--- config.mk ---
export PLATFORM = sky130hd
export DESIGN_NAME = pipelined_sub_restore
export DESIGN_NICKNAME = d
export VERILOG_FILES = /design/src/rtl/pipelined_sub_restore.sv
export SDC_FILE = /design/constraint.sdc
export NUM_CORES = 1
export LEC_CHECK = 0
export CORE_MARGIN = 1.5
export CORE_UTILIZATION = 25
export CTS_BUF_LIST = sky130_fd_sc_hd__clkbuf_8
export DETAILED_ROUTE_END_ITERATION = 16
export SLEW_MARGIN = 15
export SYNTH_ARGS = -nofsm -noshare
export SYNTH_HDL_FRONTEND = slang
export SYNTH_SLANG_ARGS = --single-unit
--- constraint.sdc ---
create_clock -name clk -period 2.05 [get_ports clk]
set_clock_uncertainty 0.15 [all_clocks]
set_input_delay 0.205 -clock clk [delete_from_list [all_inputs] [get_ports clk]]
set_output_delay 0.205 -clock clk [all_outputs]
set_load 0.01 [all_outputs]
--- src/rtl/pipelined_sub_restore.sv ---
// Three-stage split-carry adder that rebuilds n1 = diff + n2.
// Ports: clk/rst_n, in_valid/in_ready/diff/n2, out_valid/out_ready/sum/range_err.
module pipelined_sub_restore #(
  parameter int W     = 12,
  parameter int SPLIT = 6
) (
  input  logic         clk,
  input  logic         rst_n,
  input  logic         in_valid,
  output logic         in_ready,
  input  logic [W:0]   diff,
  input  logic [W-1:0] n2,
  output logic         out_valid,
  input  logic         out_ready,
  output logic [W:0]   sum,
  output logic         range_err
);

  localparam int HW = W + 1 - SPLIT;

  if (SPLIT < 1 || SPLIT > W) begin : g_bad_split
    $error("SPLIT must be in 1..W");
  end

  logic              adv;

  logic              s1_valid_q, s1_valid_d;
  logic [W:0]        s1_diff_q, s1_diff_d;
  logic [W:0]        s1_n2x_q, s1_n2x_d;

  logic              s2_valid_q, s2_valid_d;
  logic [SPLIT:0]    s2_lo_q, s2_lo_d;
  logic [HW-1:0]     s2_dhi_q, s2_dhi_d;
  logic [HW-1:0]     s2_nhi_q, s2_nhi_d;

  logic              out_valid_q, out_valid_d;
  logic [W:0]        sum_q, sum_d;
  logic              range_err_q, range_err_d;

  logic [HW-1:0]     hi_sum;

  // One stall signal for every stage: the pipeline only moves when
  // the output register is empty or being drained.
  assign adv      = !out_valid_q || out_ready;
  assign in_ready = adv;

  // The registered low-half carry enters here and nowhere else.
  assign hi_sum = s2_dhi_q + s2_nhi_q + HW'(s2_lo_q[SPLIT]);

  always_comb begin
    s1_valid_d  = s1_valid_q;
    s1_diff_d   = s1_diff_q;
    s1_n2x_d    = s1_n2x_q;
    s2_valid_d  = s2_valid_q;
    s2_lo_d     = s2_lo_q;
    s2_dhi_d    = s2_dhi_q;
    s2_nhi_d    = s2_nhi_q;
    out_valid_d = out_valid_q;
    sum_d       = sum_q;
    range_err_d = range_err_q;
    if (adv) begin
      s1_valid_d  = in_valid;
      s1_diff_d   = diff;
      s1_n2x_d    = {n2[W-1], n2};
      s2_valid_d  = s1_valid_q;
      s2_lo_d     = {1'b0, s1_diff_q[SPLIT-1:0]}
                  + {1'b0, s1_n2x_q[SPLIT-1:0]};
      s2_dhi_d    = s1_diff_q[W:SPLIT];
      s2_nhi_d    = s1_n2x_q[W:SPLIT];
      out_valid_d = s2_valid_q;
      sum_d       = {hi_sum, s2_lo_q[SPLIT-1:0]};
      range_err_d = sum_d[W] ^ sum_d[W-1];
    end
  end

  always_ff @(posedge clk or negedge rst_n) begin
    if (!rst_n) begin
      s1_valid_q  <= 1'b0;
      s1_diff_q   <= '0;
      s1_n2x_q    <= '0;
      s2_valid_q  <= 1'b0;
      s2_lo_q     <= '0;
      s2_dhi_q    <= '0;
      s2_nhi_q    <= '0;
      out_valid_q <= 1'b0;
      sum_q       <= '0;
      range_err_q <= 1'b0;
    end else begin
      s1_valid_q  <= s1_valid_d;
      s1_diff_q   <= s1_diff_d;
      s1_n2x_q    <= s1_n2x_d;
      s2_valid_q  <= s2_valid_d;
      s2_lo_q     <= s2_lo_d;
      s2_dhi_q    <= s2_dhi_d;
      s2_nhi_q    <= s2_nhi_d;
      out_valid_q <= out_valid_d;
      sum_q       <= sum_d;
      range_err_q <= range_err_d;
    end
  end

  assign out_valid = out_valid_q;
  assign sum       = sum_q;
  assign range_err = range_err_q;

endmodule

==> impl_summary.log, run 1 <==
[metrics] worst min path class: primary input to asynchronous set/reset pin
[metrics] GP Congestion: ~0.81
[metrics] total global routing track utilization: 11.1%
[metrics] Fillers: approximately 1200
[metrics] I/O pin count: 45
[metrics] worst slack on hold paths: 0.221 ns
[metrics] maximum number of pins on one net before global-route repair: between 60 and 70
[metrics] Row Count: 38
[metrics] number of warnings issued by yosys: 0
[metrics] number of diodes: 0
[metrics] area of all placed cells without fillers: around 0.0037 mm²
[metrics] count of flip-flops with a built-in enable after synthesis: 0
[metrics] via count of the first global-routing pass: 2145
[metrics] number of maximum-capacitance violations: 0
[metrics] cell types with the largest area share after synthesis: sky130_fd_sc_hd__dfrtp_1, sky130_fd_sc_hd__nand2_1, sky130_fd_sc_hd__ha_1, sky130_fd_sc_hd__fa_1, sky130_fd_sc_hd__a21oi_1
[metrics] Worst Setup Path Type: register to register
[metrics] effective utilization at floorplan: about 26%
[metrics] placed cell count: around 490
[metrics] proportion of register bits with asynchronous set or reset after synthesis: 100%
[metrics] synth cell count leaders: sky130_fd_sc_hd__nand2_1, sky130_fd_sc_hd__dfrtp_1, sky130_fd_sc_hd__ha_1
[metrics] final hold vios: 0
[metrics] Worst R2R Start: s2_lo_q[6]
[metrics] post-synthesis net count: around 360
[metrics] kind of end point of the critical path: register
[metrics] final net count: roughly 410
[metrics] WL met3: approximately 230 µm
[metrics] number of I/O port buffers: 44
[metrics] maximum clock path buffer count: 2
[metrics] post-route fraction of the period consumed by the critical path: 103%
[metrics] unrepaired setup endpoints after global routing: true
[metrics] final cell count without fillers: ~510
[metrics] area fraction in compound gates after synthesis: about 9%
[metrics] average cell area after synthesis: 9.03 µm²
[metrics] detailed-router iteration count before antenna repair: 4
[metrics] Final setup viols: 2
[metrics] clock transition at the registers of the reported paths: approximately 0.070 ns
[metrics] total routed wire length on the met1 layer: about 2600 µm
[metrics] clock tree sinks: 62
[metrics] commonest register cell after synthesis: sky130_fd_sc_hd__dfrtp_1
[metrics] DRC marker count from the first detailed-route iteration: 55
[metrics] wire length of the first global-routing pass: about 10000 µm
[metrics] CTS H-Tree Depth: 3
[metrics] master of the slowest instance on the critical path: sky130_fd_sc_hd__fa_2
[metrics] area fraction of the dominant cell type after synthesis: 55.1%
[metrics] area of the mapped netlist: ~0.0028 mm²
[metrics] post-synthesis register bit count: 62
[metrics] actual transition at the worst max-transition pin: roughly 0.5 ns
[metrics] fraction of layout cells with a size suffix above 1: 11.8%
[metrics] dominant combinational cell family by area after synthesis: simple AND/OR/NAND/NOR gates
[metrics] FF-to-FF setup slack: -0.06 ns
[metrics] area share of fa/ha/maj cells after synthesis: between 7 and 8%
[metrics] number of buffers inserted during clock tree synthesis: 9
[metrics] total negative setup slack: -0.0584 ns
[metrics] highest metal used: met4
[metrics] routed via count divided by cell count: around 4.2
[metrics] Max FO, Critical Path: 3
[metrics] violated checks: setup timing
[metrics] Post-Syn Instances: around 310
[metrics] Slew Viols, Final: 0
[metrics] number of distinct library cells after synthesis: 36
[metrics] area taken by flip-flops and latches: around 0.0016 mm²
[metrics] power density cells: between 1000 and 1500 mW/mm²
[metrics] Critical Path, Cell by Cell: fa_2 > inv_2 > fa_2 > nor2b_4 > o31ai_4 > o21ai_2 > o21ba_1 > o31ai_2
[metrics] aggregate routed wire length: roughly 5800 µm
[metrics] number of antenna violations at the first check in global routing: 0
[metrics] status: complete, but fails checks
[metrics] max-slew headroom at the worst pin: 66.1%
[metrics] Peak supply drop: 0.511 mV
[metrics] library cell with the highest instance count after synthesis: sky130_fd_sc_hd__nand2_1
[metrics] Crit Reg-Reg Endpoint: range_err
[metrics] CP required: 2.16 ns
[metrics] overall power of the completed layout: roughly 5.3 mW
[metrics] post-synthesis share of cell area spent on xor and xnor gates: roughly 1.6%
[metrics] DP Area: 0.00347 mm²
[metrics] simple-gate portion of the synthesized area: around a quarter
[metrics] DRC violation count after routing: 0
[metrics] Std-Cell Core Area: between 0.01 and 0.015 mm²
[metrics] area growth from synthesis to layout: 33.0%
[metrics] part of the Yosys area used for sequential elements: between 50% and 60%
[metrics] clock latency on the worst-skew pair: between 0.3 and 0.4 ns
[metrics] Avg WL per Cell: around 11 µm
[metrics] worst endpoint data arrival time: ~2.2 ns
[metrics] CTS tree: yes
[metrics] maximum cell stage delay along the critical path: between 0.4 and 0.5 ns
[metrics] buffer cell driving the clock tree root: sky130_fd_sc_hd__clkbuf_8
[metrics] most prevalent standard cell on the critical path: sky130_fd_sc_hd__fa_2
[metrics] total length of routed met2 wires: approximately 2900 µm
[metrics] DR vias: 2180
[metrics] detailed placer's ending HPWL: around 4000 µm
[metrics] share of synthesized area spent on multiplexers: 0%
[metrics] Final WS setup: -0.0553 ns
[metrics] largest area contributor in the synthesized netlist: sky130_fd_sc_hd__dfrtp_1
[metrics] die height: between 100 and 150 µm
[metrics] Die Span X: 109 µm
[metrics] area taken by multi-input logic gates: ~0.0012 mm²
[metrics] total congestion overflow: 0
[metrics] post-layout min period: 2.11 ns
[metrics] startpoint kind of the worst setup timing path: register
[metrics] Worst R2R Path Depth: 8
[metrics] cell leakage power: between 1.5 and 2 nW
[metrics] die area: 0.0119 mm²
[metrics] DRT antenna net count: 0
[metrics] peak clock frequency supported by timing: 0.475 GHz
[timing repair]
action / CTS / global route
hold buffers: 1 / 0
buffers inserted: 1 / 2
pin swaps: 5 / 3
cloned: 0 / 0
hold endpoints to repair: 19 / 0
resized for setup: 8 / 3
setup endpoints to repair: 2 / 5
[worst max-delay path by stage]
stage / from / endpoint / slack, ns / cells past startpoint
final: s2_lo_q[6] / range_err / -0.06 / 8
after global routing: s2_lo_q[6] / range_err / -0.12 / 8
after CTS: s2_nhi_q[0] / range_err / -0.08 / 8
after detailed placement: s2_lo_q[6] / range_err / -0.19 / 8
after global placement: s2_lo_q[6] / range_err / -0.07 / 8
after floorplan: s2_lo_q[6] / range_err / -0.007 / 8
[flip-flops by register name, indices dropped and copies added (netlist names)]
signal,flops
out_valid,1
range_err,1
s1_diff_q,13
s1_n2x_q,12
s1_valid_q,1
s2_dhi_q,7
s2_lo_q,7
s2_nhi_q,6
s2_valid_q,1
sum,13
[cells in the final DEF (no fill, tap or decap), drive strengths merged, types with 2 or more instances in the layout]
| cell type | Yosys | final |
|---|---|---|
| nor2b | 2 | 2 |
| ha | 11 | 11 |
| o31ai | 2 | 2 |
| inv | 6 | 8 |
| nor3 | 2 | 2 |
| fa | 3 | 3 |
| dfrtp | 62 | 62 |
| o21ai | 11 | 11 |
| clkdlybuf4s50 | 0 | 43 |
| nor2 | 10 | 10 |
| nand2 | 153 | 153 |
| clkinv | 1 | 3 |
| a21oi | 10 | 10 |
| o21a | 2 | 2 |
| xor2 | 3 | 3 |
| xnor2 | 2 | 2 |
| a21o | 4 | 4 |
| clkbuf | 10 | 11 |
| buf | 3 | 14 |
| a211oi | 2 | 2 |
[per-layer routing]
metal / vias up / GRT usage [%]
met3: 10 / 4.36
met1: 1020 / 12.6
met4: 0 / 4.32
met2: 40 / 18.7
met5: - / 0
li1: 1110 / -
[critical path, delay by kind of cell, from the launching register on]
family,cells,cell delay [ns]
simple gates,1,0.05
fa+ha+maj,2,0.65
compound gates,4,0.69
buf+inv,1,0.07
flops,1,0.40
[cell type report]
type                    count  share of cell area, %
clock inverters             5                   1.30
repair buffers             58                   15.2
clock buffers              11                   4.04
inverters                   7                  0.702
flip-flops and latches     62                   41.4
multi-input cells         230                   32.7
well taps                 140                   4.68
[logic make-up after synthesis]
group           Yosys count
simple gates            174
flops                    62
compound gates           37
buf+inv                  20
fa+ha+maj                14
xor+xnor                  5
[metrics by stage]
step                utilization (%)  setup WS [ns]
floorplan                         -       -0.00689
global placement               31.8        -0.0681
detailed placement             31.8         -0.191
CTS                            34.0        -0.0841
global route                   34.2         -0.117
finish                         34.2        -0.0553
[power by group]
part	switching, mW	internal [mW]	total, mW
Sequential	0.257	1.68	1.93
Combinational	1.16	1.16	2.32
Clock	0.457	0.617	1.07
Total	1.87	3.45	5.32
Power figures use the tool's default switching activity.
==> run 2, diff against run 1 <==
--- a/config.mk
+++ b/config.mk
@@ -8,6 +8,7 @@
 export CORE_MARGIN = 1.5
 export CORE_UTILIZATION = 25
 export CTS_BUF_LIST = sky130_fd_sc_hd__clkbuf_8
+export CTS_CLUSTER_SIZE = 24
 export DETAILED_ROUTE_END_ITERATION = 16
 export SLEW_MARGIN = 15
 export SYNTH_ARGS = -nofsm -noshare
==> results of run 2 <==
Same layout as run 1: the final DEF is identical, and so are final timing and power.
